**config.mk**
```make
export PLATFORM = sky130hd
export DESIGN_NAME = ib_link_ctrl_flat
export DESIGN_NICKNAME = d
export VERILOG_FILES = /design/src/rtl/ib_link_pkg.sv /design/src/rtl/ib_link_ctrl_if.sv /design/src/rtl/ib_byte_fifo.sv /design/src/rtl/ib_link_ctrl.sv /design/src/flat_wrapper.sv
export SDC_FILE = /design/constraint.sdc
export NUM_CORES = 1
export LEC_CHECK = 0
export CORE_UTILIZATION = 64
export CTS_CLUSTER_DIAMETER = 50
export CTS_CLUSTER_SIZE = 30
export DETAILED_ROUTE_END_ITERATION = 8
export GPL_TIMING_DRIVEN = 0
export PLACE_DENSITY = 0.91
export SYNTH_ARGS = -nofsm -noshare
export SYNTH_HDL_FRONTEND = slang
export SYNTH_SLANG_ARGS = --single-unit
```
**constraint.sdc**
```tcl
create_clock -name clk -period 4.7 [get_ports clk]
set_input_delay 0.47 -clock clk [delete_from_list [all_inputs] [get_ports clk]]
set_output_delay 0.47 -clock clk [all_outputs]
set_load 0.01 [all_outputs]
```
**src/rtl/ib_link_pkg.sv**
```systemverilog
// Shared types and helpers for the IB link sequencer.
// No logic of its own; no latency or backpressure.
// TALK_TOKEN is the receiver-side talk byte, kept here for reference.
package ib_link_pkg;

    typedef enum logic [0:0] {R_IDLE, R_ACK} rx_state_t;
    typedef enum logic [1:0] {T_IDLE, T_DRAIN, T_GRANT, T_ACK} talk_state_t;

    localparam logic [7:0] TALK_TOKEN = 8'hFE;

    // Bits needed to hold a countdown starting at TALK_TIMEOUT.
    function automatic int timer_width(input int timeout);
        return (timeout < 1) ? 1 : $clog2(timeout + 1);
    endfunction

endpackage

```
**src/rtl/ib_link_ctrl_if.sv**
```systemverilog
// Receiver, command-stream and reply-grant signals of the IB link sequencer.
// Wires only; no latency.
// The slave modport is the sequencer side; the master modport is its environment.
interface ib_link_ctrl_if #(
    parameter int FIFO_DEPTH = 16
);
    localparam int LVL_W = $clog2(FIFO_DEPTH) + 1;

    logic [7:0]       rx_data;
    logic             rx_valid;
    logic             rx_ack_n;
    logic             rx_talk;
    logic             rx_talk_ack;
    logic [7:0]       cmd_data;
    logic             cmd_valid;
    logic             cmd_ready;
    logic [LVL_W-1:0] fifo_level;
    logic             tx_pending;
    logic             tx_grant;
    logic             tx_done;
    logic             tx_timeout;

    modport slave (
        input  rx_data, rx_valid, rx_talk, cmd_ready, tx_pending, tx_done,
        output rx_ack_n, rx_talk_ack, cmd_data, cmd_valid, fifo_level, tx_grant, tx_timeout
    );

    modport master (
        output rx_data, rx_valid, rx_talk, cmd_ready, tx_pending, tx_done,
        input  rx_ack_n, rx_talk_ack, cmd_data, cmd_valid, fifo_level, tx_grant, tx_timeout
    );

endinterface

```
**src/rtl/ib_byte_fifo.sv**
```systemverilog
// Synchronous byte FIFO, DEPTH a power of 2, first-word-fall-through head.
// Latency: push visible on dout/empty one cycle later.
// Backpressure: caller must not push when full (unless popping) nor pop when empty.
module ib_byte_fifo #(
    parameter int  DEPTH = 16,
    localparam int AW    = $clog2(DEPTH)
) (
    input  logic        clk,
    input  logic        nrst,
    input  logic        push,
    input  logic [7:0]  din,
    input  logic        pop,
    output logic [7:0]  dout,
    output logic        empty,
    output logic        full,
    output logic [AW:0] level
);

    logic [7:0]    mem [DEPTH];
    logic [AW-1:0] wr_ptr;
    logic [AW-1:0] rd_ptr;

    always_ff @(posedge clk) begin
        if (push) begin
            mem[wr_ptr] <= din;
        end
    end

    // Pointers wrap naturally because DEPTH is a power of 2.
    always_ff @(posedge clk or negedge nrst) begin
        if (!nrst) begin
            wr_ptr <= '0;
            rd_ptr <= '0;
            level  <= '0;
        end else begin
            if (push) wr_ptr <= wr_ptr + AW'(1);
            if (pop)  rd_ptr <= rd_ptr + AW'(1);
            case ({push, pop})
                2'b10:   level <= level + (AW+1)'(1);
                2'b01:   level <= level - (AW+1)'(1);
                default: ;
            endcase
        end
    end

    assign dout  = mem[rd_ptr];
    assign empty = (level == '0);
    assign full  = (level == (AW+1)'(DEPTH));

    a_no_pop_empty: assert property (@(posedge clk) disable iff (!nrst) !(pop && empty));
    a_no_push_full: assert property (@(posedge clk) disable iff (!nrst) !(push && full && !pop));

endmodule

```
**src/rtl/ib_link_ctrl.sv**
```systemverilog
// IB link sequencer: drains receiver bytes into a command FIFO and services the talk token (optional IB_LINK_STATS_EN counters).
// Latency: rx_valid->rx_ack_n 1 cycle, push->cmd_valid 1 cycle, idle talk->rx_talk_ack 2 cycles.
// Backpressure: full FIFO withholds the receiver ack; cmd stream is valid/ready.
module ib_link_ctrl
    import ib_link_pkg::*;
#(
    parameter int FIFO_DEPTH   = 16,
    parameter int TALK_TIMEOUT = 4095
) (
    input  logic          clk,
    input  logic          nrst,
    ib_link_ctrl_if.slave bus
`ifdef IB_LINK_STATS_EN
    ,
    output logic [15:0]   stat_bytes,
    output logic [7:0]    stat_talks,
    output logic [7:0]    stat_timeouts
`endif
);

    localparam int LVL_W = $clog2(FIFO_DEPTH) + 1;
    localparam int TW    = timer_width(TALK_TIMEOUT);

    rx_state_t        rx_state;
    talk_state_t      talk_state;
    logic             rx_ack_n_q;
    logic             talk_ack_q;
    logic             grant_q;
    logic             timeout_q;
    logic [TW-1:0]    timer;
    logic             push;
    logic             pop;
    logic             empty;
    logic             full;
    logic [7:0]       head;
    logic [LVL_W-1:0] level;

    assign push = (rx_state == R_IDLE) && bus.rx_valid && !full;
    assign pop  = !empty && bus.cmd_ready;

    ib_byte_fifo #(.DEPTH(FIFO_DEPTH)) u_fifo (
        .clk   (clk),
        .nrst  (nrst),
        .push  (push),
        .din   (bus.rx_data),
        .pop   (pop),
        .dout  (head),
        .empty (empty),
        .full  (full),
        .level (level)
    );

    assign bus.rx_ack_n    = rx_ack_n_q;
    assign bus.rx_talk_ack = talk_ack_q;
    assign bus.tx_grant    = grant_q;
    assign bus.tx_timeout  = timeout_q;
    assign bus.cmd_data    = head;
    assign bus.cmd_valid   = !empty;
    assign bus.fifo_level  = level;

    // One push per handshake: the byte is taken on entry to R_ACK only.
    always_ff @(posedge clk or negedge nrst) begin
        if (!nrst) begin
            rx_state   <= R_IDLE;
            rx_ack_n_q <= 1'b1;
        end else begin
            case (rx_state)
                R_IDLE: if (push) begin
                    rx_ack_n_q <= 1'b0;
                    rx_state   <= R_ACK;
                end
                R_ACK: if (!bus.rx_valid) begin
                    rx_ack_n_q <= 1'b1;
                    rx_state   <= R_IDLE;
                end
                default: rx_state <= R_IDLE;
            endcase
        end
    end

    // Replies wait for every queued command to be consumed first.
    always_ff @(posedge clk or negedge nrst) begin
        if (!nrst) begin
            talk_state <= T_IDLE;
            talk_ack_q <= 1'b0;
            grant_q    <= 1'b0;
            timeout_q  <= 1'b0;
            timer      <= '0;
        end else begin
            talk_ack_q <= 1'b0;
            timeout_q  <= 1'b0;
            case (talk_state)
                T_IDLE: if (bus.rx_talk) talk_state <= T_DRAIN;
                T_DRAIN: if (empty && !pop) begin
                    if (bus.tx_pending) begin
                        grant_q    <= 1'b1;
                        timer      <= TW'(TALK_TIMEOUT);
                        talk_state <= T_GRANT;
                    end else begin
                        talk_ack_q <= 1'b1;
                        talk_state <= T_ACK;
                    end
                end
                T_GRANT: begin
                    // tx_done wins over an expiring timer.
                    if (bus.tx_done || timer == '0) begin
                        grant_q    <= 1'b0;
                        timeout_q  <= !bus.tx_done;
                        talk_ack_q <= 1'b1;
                        talk_state <= T_ACK;
                    end else begin
                        timer <= timer - TW'(1);
                    end
                end
                T_ACK:   talk_state <= T_IDLE;
                default: talk_state <= T_IDLE;
            endcase
        end
    end

`ifdef IB_LINK_STATS_EN
    always_ff @(posedge clk or negedge nrst) begin
        if (!nrst) begin
            stat_bytes    <= '0;
            stat_talks    <= '0;
            stat_timeouts <= '0;
        end else begin
            if (push)       stat_bytes    <= stat_bytes + 16'd1;
            if (talk_ack_q) stat_talks    <= stat_talks + 8'd1;
            if (timeout_q)  stat_timeouts <= stat_timeouts + 8'd1;
        end
    end
`endif

endmodule

```
**src/flat_wrapper.sv**
```systemverilog
// flat-port wrapper written by rule: the top's interface ports become plain ports
module ib_link_ctrl_flat import ib_link_pkg::*;
#(
    parameter int FIFO_DEPTH   = 16,
    parameter int TALK_TIMEOUT = 4095
)
  (clk, nrst, bus_rx_data, bus_rx_valid, bus_rx_talk, bus_cmd_ready, bus_tx_pending, bus_tx_done, bus_rx_ack_n, bus_rx_talk_ack, bus_cmd_data, bus_cmd_valid, bus_fifo_level, bus_tx_grant, bus_tx_timeout);
  ib_link_ctrl_if #(.FIFO_DEPTH(FIFO_DEPTH)) bus_i ();
  input  logic clk;
  input  logic nrst;
  input wire logic [$bits(bus_i.rx_data)-1:0] bus_rx_data;
  input wire logic [$bits(bus_i.rx_valid)-1:0] bus_rx_valid;
  input wire logic [$bits(bus_i.rx_talk)-1:0] bus_rx_talk;
  input wire logic [$bits(bus_i.cmd_ready)-1:0] bus_cmd_ready;
  input wire logic [$bits(bus_i.tx_pending)-1:0] bus_tx_pending;
  input wire logic [$bits(bus_i.tx_done)-1:0] bus_tx_done;
  output wire logic [$bits(bus_i.rx_ack_n)-1:0] bus_rx_ack_n;
  output wire logic [$bits(bus_i.rx_talk_ack)-1:0] bus_rx_talk_ack;
  output wire logic [$bits(bus_i.cmd_data)-1:0] bus_cmd_data;
  output wire logic [$bits(bus_i.cmd_valid)-1:0] bus_cmd_valid;
  output wire logic [$bits(bus_i.fifo_level)-1:0] bus_fifo_level;
  output wire logic [$bits(bus_i.tx_grant)-1:0] bus_tx_grant;
  output wire logic [$bits(bus_i.tx_timeout)-1:0] bus_tx_timeout;
  assign bus_i.rx_data = bus_rx_data;
  assign bus_i.rx_valid = bus_rx_valid;
  assign bus_i.rx_talk = bus_rx_talk;
  assign bus_i.cmd_ready = bus_cmd_ready;
  assign bus_i.tx_pending = bus_tx_pending;
  assign bus_i.tx_done = bus_tx_done;
  assign bus_rx_ack_n = bus_i.rx_ack_n;
  assign bus_rx_talk_ack = bus_i.rx_talk_ack;
  assign bus_cmd_data = bus_i.cmd_data;
  assign bus_cmd_valid = bus_i.cmd_valid;
  assign bus_fifo_level = bus_i.fifo_level;
  assign bus_tx_grant = bus_i.tx_grant;
  assign bus_tx_timeout = bus_i.tx_timeout;
  ib_link_ctrl #(.FIFO_DEPTH(FIFO_DEPTH), .TALK_TIMEOUT(TALK_TIMEOUT)) u_core (.clk(clk), .nrst(nrst), .bus(bus_i));
endmodule
```
==> flow_metrics.tcl <==
set metrics [dict create \
    syn_area_um2 6877 \
    drt-initial-drc-count 435 \
    layout-drive-gt1-share_pct 19.49 \
    cts_resized 0 \
    clkTransAtPathRegs_ns 0.07 \
    required_ns 4.23 \
    synth_cell_type_count 54 \
    portBuffers 32 \
    final_cell_mix "128 x edfxtp_1, 40 x mux4_2, 31 x clkdlybuf4s50_1, 31 x dfrtp_1, 29 x nor2_1" \
    slew_headroom_pct 21.57 \
    clk_path_buf_depth 2 \
    critical_path_peak_fanout 10 \
    max_clock_freq_ghz 0.2578 \
    place.gp.congestion 0.8983 \
    antenna_found_initial 0 \
    ys_ff_latch 160 \
    synth_flop_cell "edfxtp_1" \
    grt_pass1_vias 4246 \
    critPathKind "flop to output pin" \
    drt-pass1-iter-count 6 \
    min_period_ns 3.878 \
    cts_root_buf "clkbuf_8" \
    arrival_ns 3.41 \
    overflow 0 \
    cts_tree "done" \
    yosysWarnings 0 \
    startpoint_type "flop" \
    numCtsBuffers 17 \
    finalHoldViolCount 0 \
    clock_latency_ns 0.53 \
    netlist_instances 408 \
    core_area_um2 10370 \
    dieArea_um2 11160 \
    ys_seq_area_share_pct 67.56 \
    synth.avg_cell_area_um2 16.85 \
    async_flop_share_pct 20.00 \
    ios 33 \
    grt_setup_unrepaired "no" \
    num_rows 37 \
    start_util_pct 66.31 \
    num_antenna_cells 0 \
    hold_slack_ns 0.006829 \
    setup_tns_ns 0 \
    fin_skew_ns 0.009017 \
    cts_setup_buffers 0 \
    syn_nets 437 \
    antenna_left 0 \
    holdBufCountCts 0 \
    fin_crit_sh_pct 82.52 \
    cellLeakagePower_nw 2.701 \
    nets 488 \
    ir_drop_mv 0.3340 \
    power_density_nw_per_um2 618.4 \
    fin_util_pct 76.70 \
    area_growth_pct 15.67 \
    hpwl_um 9320 \
    final_common_cell "edfxtp_1" \
    max_slew.worst_pin.slew_ns 1.172 \
    cts_sinks 160 \
    crit_path_end_kind "output pin" \
    synth_edf_count 128 \
    setup-violations-final 0 \
    wl_per_cell_um 26.32 \
    finalWirelength_um 16000 \
    die_h_um 105.7 \
    finalMaxSlewViolations 0 \
    track_usage_pct 31.31 \
    vias 4092 \
    hold_class "input port to async pin" \
    drcViolationCount 0 \
    grt_pass1_wl_um 24420 \
    viasPerCell 6.730 \
    die_w_um 105.7 \
    grt_start_max_net_pins 33 \
    htreeDepth 4 \
    drv_cap 0 \
    status "finished, final reports clean" \
]
==> power breakdown <==
part	total (mW)	switching [mW]	internal, mW
clock	1.33	0.571	0.762
sequential	1.87	0.152	1.72
combinational	1.72	0.892	0.824
total	4.92	1.61	3.30
==> path summary, 6_finish.rpt <==
check	end	startpoint	cells past startpoint	slack [ns]
min in group clk	u_core.timer[10]	u_core.timer[10]	1	0.49
worst max-delay path	bus_cmd_data[7]	u_core.u_fifo.rd_ptr[1]	5	0.82
worst min-delay path	u_core.u_fifo.rd_ptr[2]	nrst	1	0.007
max in group asynchronous	u_core.timer[3]	nrst	1	4.20
worst max register to register	u_core.u_fifo.level[4]	u_core.u_fifo.level[2]	12	1.43
worst min register to register	u_core.timer[10]	u_core.timer[10]	1	0.49
==> area by class of cell <==
class                      instances  area, um2
buffer                            21      102.6
clock inverter                    15      157.7
sequential                       160       4646
inverter                          17      63.81
fill                             533       2416
timing repair buffer              32      315.3
multi-input combinational        210       2085
clock buffer                      17      414.1
tap                              136      170.2
==> worst max-delay path, cell delays in order (launching register included) <==
cell	delay, ns
dfrtp_1	0.39
clkbuf_1	0.39
buf_1	0.64
mux4_2	0.43
mux4_2	0.52
clkdlybuf4s50_1	0.50
==> routing by layer <==
metal	GRT usage (%)	vias to the layer above	wire length, um
li1	-	1727	-
met1	38.09	2044	5782
met2	52.57	274	8490
met3	8.905	47	1236
met4	13.59	0	491
met5	0	-	0
==> logic make-up after synthesis <==
family                     synth area share, %
DFF                                      67.56
and+or+nand+nor                          6.987
AOI/OAI and AO/OA                        5.495
muxes                                    13.59
buffers and inverters                    2.420
adders and majority gates                2.547
xor gates and xnor gates                 1.401
==> sequential cells by signal (all words and copies together) (netlist names) <==
name	count
u_core.u_fifo.mem	128
u_core.timer	12
u_core.u_fifo.level	5
u_core.u_fifo.rd_ptr	4
u_core.u_fifo.wr_ptr	4
u_core.talk_state	2
u_core.bus.rx_ack_n	1
u_core.bus.rx_talk_ack	1
u_core.bus.tx_grant	1
u_core.bus.tx_timeout	1
u_core.rx_state	1
==> synthesized netlist by cell type (3+ instances only) <==
master / instances / share of area, %
edfxtp_1: 128 / 56
mux4_2: 40 / 13
dfrtp_1: 31 / 11
nor2_1: 29 / 1.6
inv_1: 16 / 0.87
ha_1: 14 / 2.5
nand2_1: 14 / 0.76
nor3_1: 12 / 0.87
o21ai_0: 12 / 0.87
clkbuf_1: 7 / 0.38
nand3_1: 7 / 0.51
xnor2_1: 7 / 0.89
buf_1: 6 / 0.33
o31ai_1: 6 / 0.65
nand2b_1: 5 / 0.45
a21oi_1: 4 / 0.29
a311oi_1: 4 / 0.51
buf_2: 4 / 0.29
nand4_1: 4 / 0.36
nor4_1: 4 / 0.36
xor2_1: 4 / 0.51
a211oi_1: 3 / 0.33
a31oi_1: 3 / 0.27
buf_4: 3 / 0.33
nor3b_1: 3 / 0.33
o211a_1: 3 / 0.44
==> metrics by stage <==
step	total power [mW]	worst slack [ns]	std cells	instance area, um2
2_1_floorplan	2.979	2.015	408	6877
3_3_place_gp	3.441	1.291	576	7367
3_5_place_dp	3.549	1.319	576	7382
4_1_cts	4.919	0.8527	608	7954
5_1_grt	5.121	0.7341	608	7954
6_report	4.918	0.8215	608	7954
No activity file was read; power rests on OpenSTA's default activity.
